$ cat config.mk
export PLATFORM = sky130hd
export DESIGN_NAME = serial_sub_nbit
export DESIGN_NICKNAME = d
export VERILOG_FILES = /design/src/rtl/serial_sub_pkg.sv /design/src/rtl/fs_1bit.sv /design/src/rtl/serial_sub_nbit.sv
export SDC_FILE = /design/constraint.sdc
export NUM_CORES = 1
export LEC_CHECK = 0
export CORE_MARGIN = 3
export CORE_UTILIZATION = 52
export DETAILED_ROUTE_END_ITERATION = 7
export GPL_ROUTABILITY_DRIVEN = 0
export HOLD_SLACK_MARGIN = 0.15
export PLACE_DENSITY = 0.79
export SLEW_MARGIN = 5
export SYNTH_ARGS = -nofsm -noshare
export SYNTH_HDL_FRONTEND = slang
export SYNTH_SLANG_ARGS = --single-unit
$ cat constraint.sdc
create_clock -name clk -period 1.65 [get_ports clk]
set_input_delay 0.165 -clock clk [delete_from_list [all_inputs] [get_ports clk]]
set_output_delay 0.165 -clock clk [all_outputs]
set_load 0.05 [all_outputs]
$ cat src/rtl/serial_sub_pkg.sv
// Shared definitions for the bit-serial subtractor: state encoding, default width
// and counter sizing.
package serial_sub_pkg;

   typedef enum logic [1:0] {
      StIdle  = 2'd0,
      StShift = 2'd1,
      StDone  = 2'd2
   } state_e;

   localparam int unsigned DefaultWidth = 8;

   function automatic int unsigned cnt_width(input int unsigned width);
      return (width < 2) ? 1 : $clog2(width);
   endfunction

endpackage

$ cat src/rtl/fs_1bit.sv
// Combinational 1-bit full subtractor: diff = i0 - i1 - bin, bout is the borrow out.
module fs_1bit (
   input  logic i0,
   input  logic i1,
   input  logic bin,
   output logic diff,
   output logic bout
);

   always_comb begin
      diff = i0 ^ i1 ^ bin;
      bout = (~i0 & i1) | (~(i0 ^ i1) & bin);
   end

endmodule

$ cat src/rtl/serial_sub_nbit.sv
// Bit-serial two's-complement subtractor: computes a - b LSB first through one
// fs_1bit cell and a registered borrow, with a start/done handshake.
module serial_sub_nbit
   import serial_sub_pkg::*;
#(
   parameter int unsigned WIDTH = DefaultWidth
) (
   input  logic             clk,
   input  logic             rst,
   input  logic             start,
   input  logic [WIDTH-1:0] a,
   input  logic [WIDTH-1:0] b,
   output logic             busy,
   output logic             done,
   output logic [WIDTH-1:0] diff,
   output logic             bout,
   output logic             ovf
);

   localparam int unsigned CntW = cnt_width(WIDTH);

   state_e            state_q, state_d;
   logic [CntW-1:0]   cnt_q, cnt_d;
   logic [WIDTH-1:0]  a_sh_q, a_sh_d;
   logic [WIDTH-1:0]  b_sh_q, b_sh_d;
   logic [WIDTH-1:0]  r_sh_q, r_sh_d;
   logic              borrow_q, borrow_d;
   logic              a_msb_q, a_msb_d;
   logic              b_msb_q, b_msb_d;
   logic [WIDTH-1:0]  diff_q, diff_d;
   logic              bout_q, bout_d;
   logic              ovf_q, ovf_d;
   logic              busy_q, busy_d;
   logic              done_q, done_d;

   logic fs_diff;
   logic fs_bout;

   fs_1bit u_fs (
      .i0   (a_sh_q[0]),
      .i1   (b_sh_q[0]),
      .bin  (borrow_q),
      .diff (fs_diff),
      .bout (fs_bout)
   );

   always_comb begin
      state_d  = state_q;
      cnt_d    = cnt_q;
      a_sh_d   = a_sh_q;
      b_sh_d   = b_sh_q;
      r_sh_d   = r_sh_q;
      borrow_d = borrow_q;
      a_msb_d  = a_msb_q;
      b_msb_d  = b_msb_q;
      diff_d   = diff_q;
      bout_d   = bout_q;
      ovf_d    = ovf_q;

      unique case (state_q)
         StIdle: begin
            if (start) begin
               a_sh_d   = a;
               b_sh_d   = b;
               a_msb_d  = a[WIDTH-1];
               b_msb_d  = b[WIDTH-1];
               borrow_d = 1'b0;
               cnt_d    = '0;
               state_d  = StShift;
            end
         end
         StShift: begin
            // Result bits enter at the MSB so that after WIDTH shifts bit 0 sits at r_sh[0].
            r_sh_d   = {fs_diff, r_sh_q[WIDTH-1:1]};
            a_sh_d   = a_sh_q >> 1;
            b_sh_d   = b_sh_q >> 1;
            borrow_d = fs_bout;
            cnt_d    = cnt_q + 1'b1;
            if (cnt_q == CntW'(WIDTH - 1)) begin
               state_d = StDone;
            end
         end
         StDone: begin
            diff_d  = r_sh_q;
            bout_d  = borrow_q;
            ovf_d   = (a_msb_q != b_msb_q) && (r_sh_q[WIDTH-1] != a_msb_q);
            state_d = StIdle;
         end
         default: state_d = StIdle;
      endcase

      busy_d = (state_d == StShift);
      done_d = (state_q == StDone);
   end

   always_ff @(posedge clk) begin
      if (rst) begin
         state_q  <= StIdle;
         cnt_q    <= '0;
         a_sh_q   <= '0;
         b_sh_q   <= '0;
         r_sh_q   <= '0;
         borrow_q <= 1'b0;
         a_msb_q  <= 1'b0;
         b_msb_q  <= 1'b0;
         diff_q   <= '0;
         bout_q   <= 1'b0;
         ovf_q    <= 1'b0;
         busy_q   <= 1'b0;
         done_q   <= 1'b0;
      end else begin
         state_q  <= state_d;
         cnt_q    <= cnt_d;
         a_sh_q   <= a_sh_d;
         b_sh_q   <= b_sh_d;
         r_sh_q   <= r_sh_d;
         borrow_q <= borrow_d;
         a_msb_q  <= a_msb_d;
         b_msb_q  <= b_msb_d;
         diff_q   <= diff_d;
         bout_q   <= bout_d;
         ovf_q    <= ovf_d;
         busy_q   <= busy_d;
         done_q   <= done_d;
      end
   end

   assign busy = busy_q;
   assign done = done_q;
   assign diff = diff_q;
   assign bout = bout_q;
   assign ovf  = ovf_q;

endmodule
# Yosys cells after proc, flatten, opt, wreduce, memory -nomap -nowiden
# Cells that the tools add are included.
dict set report totals {
  word_cells 44
  inputBits 19
  out_inout_bits 12
  register_bits 44
}
dict set report op_classes {
  n_bitwise 7
  reduce_logical 5
  n_eq_ne 7
  n_addsub 1
  mux 11
}
# cell n
set ops {}
lappend ops {{one-hot mux 8 bit (2 select lines)} 2}
lappend ops {{two-way mux 8 bit} 2}
lappend ops {{one-hot mux 3 bit (2 select lines)} 1}
lappend ops {{== test 2 x 1 -> 1 bit (second input constant)} 2}
lappend ops {{two-way mux 2 bit} 2}
lappend ops {{one-hot mux 2 bit (2 select lines)} 1}
lappend ops {{AND reduction 2 bit} 2}
lappend ops {{adder 3 x 1 -> 3 bit (second input constant)} 1}
lappend ops {{== test 3 bit (second input constant)} 1}
lappend ops {{two-way mux 3 bit} 1}
lappend ops {{AND 1 bit} 2}
lappend ops {{== test 2 bit (second input constant)} 1}
lappend ops {{zero test 2 bit} 1}
lappend ops {{inequality test 1 bit} 2}
lappend ops {{inequality test 2 bit (second input constant)} 1}
lappend ops {{inverter 1 bit} 2}
lappend ops {{one-hot mux 1 bit (2 select lines)} 1}
lappend ops {{nonzero test 2 bit} 1}
lappend ops {{bitwise XOR 1 bit} 2}
lappend ops {{logical AND 1 bit} 1}
lappend ops {{two-way mux 1 bit} 1}
lappend ops {{OR 1 bit} 1}

# Logic depth before layout (Yosys ltp)
# Gate-level depths: netlist of the first run.
dict set report depth {
  ltp_word 5
  mapped_depth 5
  ltp_nobuf 4
}

# Cells and area by module
# From an unflattened synthesis of the first run, not the netlist that was laid out.
dict set report unflattened {
  hier_cells 189
  area_unflattened_um2 1870.5
}
# mod seq_area_each_um2 n_inst area_each_um2 cells_per_inst
set modules_own_cells {}
lappend modules_own_cells {serial_sub_nbit 880.8 1 1839.3 185}
lappend modules_own_cells {fs_1bit 0.0 1 31.3 4}

# Worst setup path after synthesis of the first run
# OpenSTA, ideal clock, no wires.
dict set report synth_timing {
  path_type {register to register}
  start {reg state_q[1]}
  end {reg a_sh_q[1]}
  stages_incl_launch_ff 6
  setup_ns 0.146
  period_less_slack_ns 1.135
  n_path_buf 2
  arrival_time_ns 0.989
  setup_slack_ns 0.515
  required_time_ns 1.504
  path_cell_list {dfxtp_1 > o21ba_4 > buf_8 > buf_6 > nor2_1 > a211oi_2}
}
dict set report synth_between {
  elab_chain_cells 3
  elab_cells_between_ends 6
  classes_between {eq/ne: 2; mux: 1; reduce/logical: 3}
}
# item line_no
set synth_lines {}
lappend synth_lines {{start, declared} serial_sub_nbit.sv:22} ;# state_e state_q, state_d;
lappend synth_lines {{start signal, assigned} serial_sub_nbit.sv:98} ;# state_q <= StIdle;
lappend synth_lines {{start signal, assigned} serial_sub_nbit.sv:112} ;# state_q <= state_d;
lappend synth_lines {{== test 2 x 1 -> 1 bit or zero test 2 bit (tied branches)} serial_sub_nbit.sv:60} ;# unique case (state_q)
lappend synth_lines {{nonzero test 2 bit (no source line) or inequality test 2 bit (tied branches)} --}
lappend synth_lines {{AND reduction 2 bit (no source line)} --}
lappend synth_lines {{end signal, assigned} serial_sub_nbit.sv:114} ;# a_sh_q <= a_sh_d;
lappend synth_lines {{end, declared} serial_sub_nbit.sv:24} ;# logic [WIDTH-1:0] a_sh_q, a_sh_d;
# Several ways; a longest one is shown, not always the timed one.
# A chain may end at the register's enable or synchronous reset.

# Worst setup path in the final report of the first run
dict set report layout_timing {
  start {reg done_q (netlist: done)}
  end {out done}
}
# item line_no
set layout_lines {}
lappend layout_lines {{start, declared} serial_sub_nbit.sv:34} ;# logic done_q, done_d;
lappend layout_lines {{start signal, assigned} serial_sub_nbit.sv:124} ;# done_q <= done_d;
lappend layout_lines {{end, declared} serial_sub_nbit.sv:14} ;# output logic done,
# No word-level cell between the ends.

==> results of run 1 <==
## power by group through the flow
stage	sequential, µW	clock [µW]	combinational (µW)
floorplan	1160	0	189
detailed placement	1160	0	254
global placement	1160	0	241
CTS	1140	669	255
finish	1140	656	251
global route	1140	708	276
## logic make-up after synthesis
kind of cell / count (synthesis) / synth area share (%)
buffers and inverters: 16 / 6.16
adder cells (fa/ha/maj): 3 / 2.44
flip-flops: 44 / 47.6
AO/OA/AOI/OAI: 41 / 18.9
multiplexers: 17 / 9.20
AND/OR/NAND/NOR: 67 / 15.6
## worst min-delay path by stage
stage / to / slack, ns / depth (start not counted)
3_3_place_gp: r_sh_q[0] / 0.44 / 2
3_5_place_dp: diff[0] / 0.45 / 2
4_1_cts: a_msb_q / 0.26 / 2
6_report: a_msb_q / 0.28 / 2
5_1_grt: a_msb_q / 0.28 / 2
2_1_floorplan: a_msb_q / 0.31 / 2
## layer usage
layer,GRT usage [%],up-vias,routed length [µm]
li1,-,693,-
met1,20.7,621,1500
met2,28.7,26,1590
met3,4.79,5,159
met4,6.99,0,65
met5,0,-,0
## cell type report
type / instances / area, µm²
repair buffers: 33 / 307
multi-input cells: 128 / 855
clock inverters: 3 / 42.5
clock buffers: 5 / 37.5
well taps: 46 / 57.6
fillers: 280 / 1200
inverters: 2 / 7.51
flip-flops and latches: 44 / 881
## flip-flops by register name (all words and copies together) (netlist names), 2 cells and up
signal / flops
a_sh_q: 8
b_sh_q: 8
cnt_q: 3
diff: 8
r_sh_q: 8
state_q: 2
## cell usage in the layout, fill, tap and decap left out, drive strengths merged, types with 4 or more instances in the layout
master	count
a211oi	16
a21oi	17
a22oi	4
buf	14
clkbuf	5
clkdlybuf4s50	17
dfxtp	44
mux2i	17
nand2	34
nor2	25
## per-stage QoR
step / hold WS (ns) / utilization (%) / setup WS [ns] / instance area, µm² / std cells
after floorplan: 0.312 / - / 0.515 / 1850 / 188
after global placement: 0.444 / 62.1 / 0.202 / 2110 / 253
after detailed placement: 0.449 / 62.1 / 0.117 / 2110 / 253
after CTS: 0.259 / 64.5 / 0.00442 / 2180 / 261
after global routing: 0.277 / 64.5 / 0.166 / 2190 / 261
final: 0.277 / 64.5 / 0.294 / 2190 / 261
==> metrics.txt, run 1 <==
fin crit share=roughly 82%; # diodes=0; critical-path cell list=dlygate4sd2_1; clock sinks=44; fmax=around 0.74 GHz; initial detailed-routing violation count=70; first-pass GRT wire length=between 5 and 6 mm; Mean Syn Cell Area=just under 10 µm²; Worst-path clk slew=roughly 0.12 ns; critical path class=reg2out; Worst Hold Class=in2reg; Primary FF master, synth=dfxtp_1; Clk Latency, worst-skew pair=0.36 ns; RSZ-0062 raised after global routing=false; Post-DP HPWL=between 2 and 2.5 mm; most area-hungry cell type in the Yosys netlist=dfxtp_1; crit path from=done; Reg power frac=55.6%; sequential area share after synthesis=approximately 48%; vias in the first global route=1,328; Starting Density=54.6%; DRT Wirelength=3.32 mm; Static Leak=between 0.0008 and 0.0009 µW; die height=between 60 and 70 µm; CP arrival=between 1 and 1.5 ns; FF-to-FF End=ovf; port buffer count=30; Synth top area share=47.6%; Final ANT Viol Nets=0; outcome=complete, no violations; ranking of synthesized cells by area=dfxtp_1, a211oi_2, mux2i_1; Max Buffers Root-to-Sink=2; Horiz. Die Dim=around 66 µm; Clock Power Share=32.1%; initial antenna violation count=0; internal power=between 1500 and 2000 µW; # hold bufs at CTS=0; Pre-Repair DR Iteration Count=4; Critical-path top delay cell=dlygate4sd2_1; number of flops mapped to enable cells by yosys=0; Setup Skew=approximately 0.0079 ns; htree depth=2; nature of the critical path startpoint=flop; Syn Std Cell Area=1850 µm²; Slew HR=approximately 62%; total global routing overflow=0; Post-CTS Setup Inserts=0; Period minus WS final=1.36 ns; cell depth of the worst setup path=1; Syn. warnings=0; top-count cell post-synth=dfxtp_1; DRC Markers=0; IR Drop Worst-Case VDD=roughly 0.00058 V; Syn-to-layout area delta=18.3%; Mapped Cells=around 190; Reg2Reg Launch Point=state_q[1]; logic gate share of total power=about an eighth; largest net degree at the start of global routing=32; min-delay src=rst; Switching Share=roughly a quarter; number of vias per cell=a little over 5; pin slew with the least headroom to its limit=about 0.57 ns; via count=between 1,000 and 1,500; Critical Path RT=between 1 and 1.5 ns; asr flop ratio synth=0%; # resized after CTS=1; Final Max Slew Viols=0; CORE AREA=approximately 3400 µm²; Synth cell types=28; Synth top cells by count=dfxtp_1, nand2_1, nor2_1, a21oi_1, mux2i_1; share of cells above drive strength 1=18.1%; CTS tree=yes; CP delay by family, top=buffers and inverters; cells on worst reg2reg path=3; cts bufs inserted=5; overall power=about 2000 µW; Psw=just under 500 µW; die area=~4300 µm²; CP Max Fanout=1; slowest stage delay, CP=around 0.51 ns; final setup fails=0; # rows=21; root buffer selected by CTS=clkbuf_4; pwr/cell area=roughly 930 nW/µm²; CP Capture Type=output pin; per-cell routed wire length=12.7 µm; Ports=31; Bufs and invs on worst path=1; final hold vios=0; Synthesized Nets=210; end of the critical path=done; Fin Setup TNS=0 ns; #FFs+latches synth=44; max cap viols=0; slack of the worst reg-to-reg path=0.33 ns; final net count=around 240; GRT Total Usage=about 17%
Power figures use the tool's default switching activity.
==> run 2, diff against run 1 <==
==> constraint.sdc (replaced) <==
create_clock -name clk -period 1.37 [get_ports clk]
set_input_delay 0.137 -clock clk [delete_from_list [all_inputs] [get_ports clk]]
set_output_delay 0.137 -clock clk [all_outputs]
set_load 0.05 [all_outputs]
==> run 2 against run 1 <==
Against the previous run:
- global-route usage is 0.51 points higher
- cell count is 1.5% higher
- critical path depth is 3 higher
- highest routed layer unchanged
- utilization is 4.6 points higher
- sequential power is 20% higher
- hold slack better by 0.17 ns
==> metrics.txt, run 2 (same netlist as run 1, synthesis figures left out) <==
Worst Hold Class=in2reg (unchanged); max cap viols=0 (unchanged); CORE AREA=3390 µm² (unchanged); Setup Skew=0.00503 ns (was 0.00788 ns); Period minus WS final=roughly 1.2 ns; port buffer count=30 (unchanged); Post-CTS Setup Inserts=0 (unchanged); CTS tree=yes (unchanged); RSZ-0062 raised after global routing=false (unchanged); Max Buffers Root-to-Sink=2 (unchanged); IR Drop Worst-Case VDD=0.000719 V (was 0.000579 V); Slew HR=75.7% (was 62.1%); htree depth=2 (unchanged); Pre-Repair DR Iteration Count=4 (unchanged); Clk Latency, worst-skew pair=0.34 ns (was 0.36 ns); GRT Total Usage=17.7% (was 17.2%); initial antenna violation count=0 (unchanged); CP Capture Type=flop (was output pin); clock sinks=44 (unchanged); placed insts=256 (was 253); nature of the critical path startpoint=flop (unchanged); Fill cells=271 (was 280); Finished Layout Cells=265 (was 261); Post-DP HPWL=2.58 mm (was 2.42 mm); Starting Density=54.6% (unchanged); Horiz. Die Dim=65.6 µm (unchanged); pwr/cell area=1050 nW/µm² (was 935 nW/µm²); # rows=21 (unchanged); Hold WS=0.444 ns (was 0.277 ns); die area=4310 µm² (unchanged); fmax=just over 0.8 GHz; via count=1,417 (was 1,345); multi-input logic area=862 µm² (was 855 µm²); pin slew with the least headroom to its limit=0.364 ns (was 0.569 ns); first-pass GRT wire length=5.87 mm (was 5.71 mm); total global routing overflow=0 (unchanged); most frequent cells in the layout=dfxtp_1, nand2_1, nor2_1 (unchanged); Ports=31 (unchanged); Final ANT Viol Nets=0 (unchanged); DRC Markers=0 (unchanged); register area=882 µm² (was 881 µm²); cts bufs inserted=5 (unchanged); Static Leak=0.000879 µW (was 0.000846 µW); # diodes=0 (unchanged); largest net degree at the start of global routing=29 (was 32); critical path class=reg2reg (was reg2out); number of vias per cell=5.35 (was 5.15); final setup fails=0 (unchanged); CP arrival=1.52 ns (was 1.19 ns); Worst-path clk slew=0.12 ns (about the same); Final Max Slew Viols=0 (unchanged); CP Max Fanout=3 (was 1); commonest non-fill, non-tap cell in the layout=dfxtp_1 (unchanged); root buffer selected by CTS=clkbuf_4 (unchanged); final hold vios=0 (unchanged); Critical Path RT=1.65 ns (was 1.48 ns); outcome=complete, no violations (unchanged); Syn-to-layout area delta=26.7% (was 18.3%); per-cell routed wire length=13.4 µm (was 12.7 µm); share of cells above drive strength 1=20.1% (was 18.1%); die height=65.6 µm (unchanged); vias in the first global route=1,369 (was 1,328); fin crit share=90.5%; final net count=240 (was 236); initial detailed-routing violation count=53 (was 70); DRT Wirelength=3.55 mm (was 3.32 mm)
## run 2: cell count changes in the layout (fill, tap and decap cells not counted), sizes merged
cell	before	now
buf	14	19
clkbuf	5	6
dlymetal6s2s	1	0
dlygate4sd3	0	1
clkinvlp	1	0
dlygate4sd2	1	0
## run 2: cell type report
type	instances	area share (%)
Timing Repair Buffer	37	19.5
Clock inverter	2	1.49
Sequential cell	44	37.6
Multi-Input combinational cell	128	36.8
Clock buffer	6	1.76
Inverter	2	0.320
Tap cell	46	2.46
## run 2: per-stage QoR
stage	TNS [ns]	utilization (%)	setup slack, ns	power (µW)	area (µm²)
3_5_place_dp	-0.149	66.3	-0.0535	1710	2250
3_3_place_gp	0	66.3	0.0452	1690	2250
4_1_cts	0	68.9	0.0881	2480	2330
6_report	0	69.1	0.130	2470	2340
5_1_grt	0	69.1	0.0569	2570	2340
2_1_floorplan	0	-	0.235	1620	1850
## run 2: timing repair
item                                    in CTS  in global routing
endpoints found under the hold margin        9                  0
gates resized for setup                      0                  2
hold buffers                                 1                  0
endpoints found under the setup margin       0                 10
## run 2: critical path, cell delays in order (launching register included)
cell and delay [ns]:
dfxtp_1 0.38, inv_1 0.07, fa_1 0.53, nand2_1 0.05
a21oi_1 0.14
## run 2: layer usage
metal	up-vias	share of wire, %	GRT usage [%]
met4	0	0.99	7.51
met1	686	45	20.2
li1	701	-	-
met5	-	0	0
met2	25	50	31.0
met3	5	4.5	4.44
## run 2: power by group
part           switching (µW)  internal [µW]
combinational             156            156
sequential               36.7           1330
clock                     400            383
## run 2: worst paths after layout
kind / start / to / slack [ns] / depth (start not counted)
worst min register to register: r_sh_q[0] / diff[0] / 0.48 / 2
worst max register to register: borrow_q / r_sh_q[7] / 0.13 / 4
worst min-delay path: b[7] / b_msb_q / 0.44 / 3
worst max-delay path: borrow_q / r_sh_q[7] / 0.13 / 4
==> run 3, diff against run 2 <==
--- a/config.mk
+++ b/config.mk
@@ -11,6 +11,7 @@
 export GPL_ROUTABILITY_DRIVEN = 0
 export HOLD_SLACK_MARGIN = 0.15
 export PLACE_DENSITY = 0.79
+export SKIP_LAST_GASP = 1
 export SLEW_MARGIN = 5
 export SYNTH_ARGS = -nofsm -noshare
 export SYNTH_HDL_FRONTEND = slang
==> results of run 3 <==
No change in the layout: final DEF, timing and power equal those of run 2.
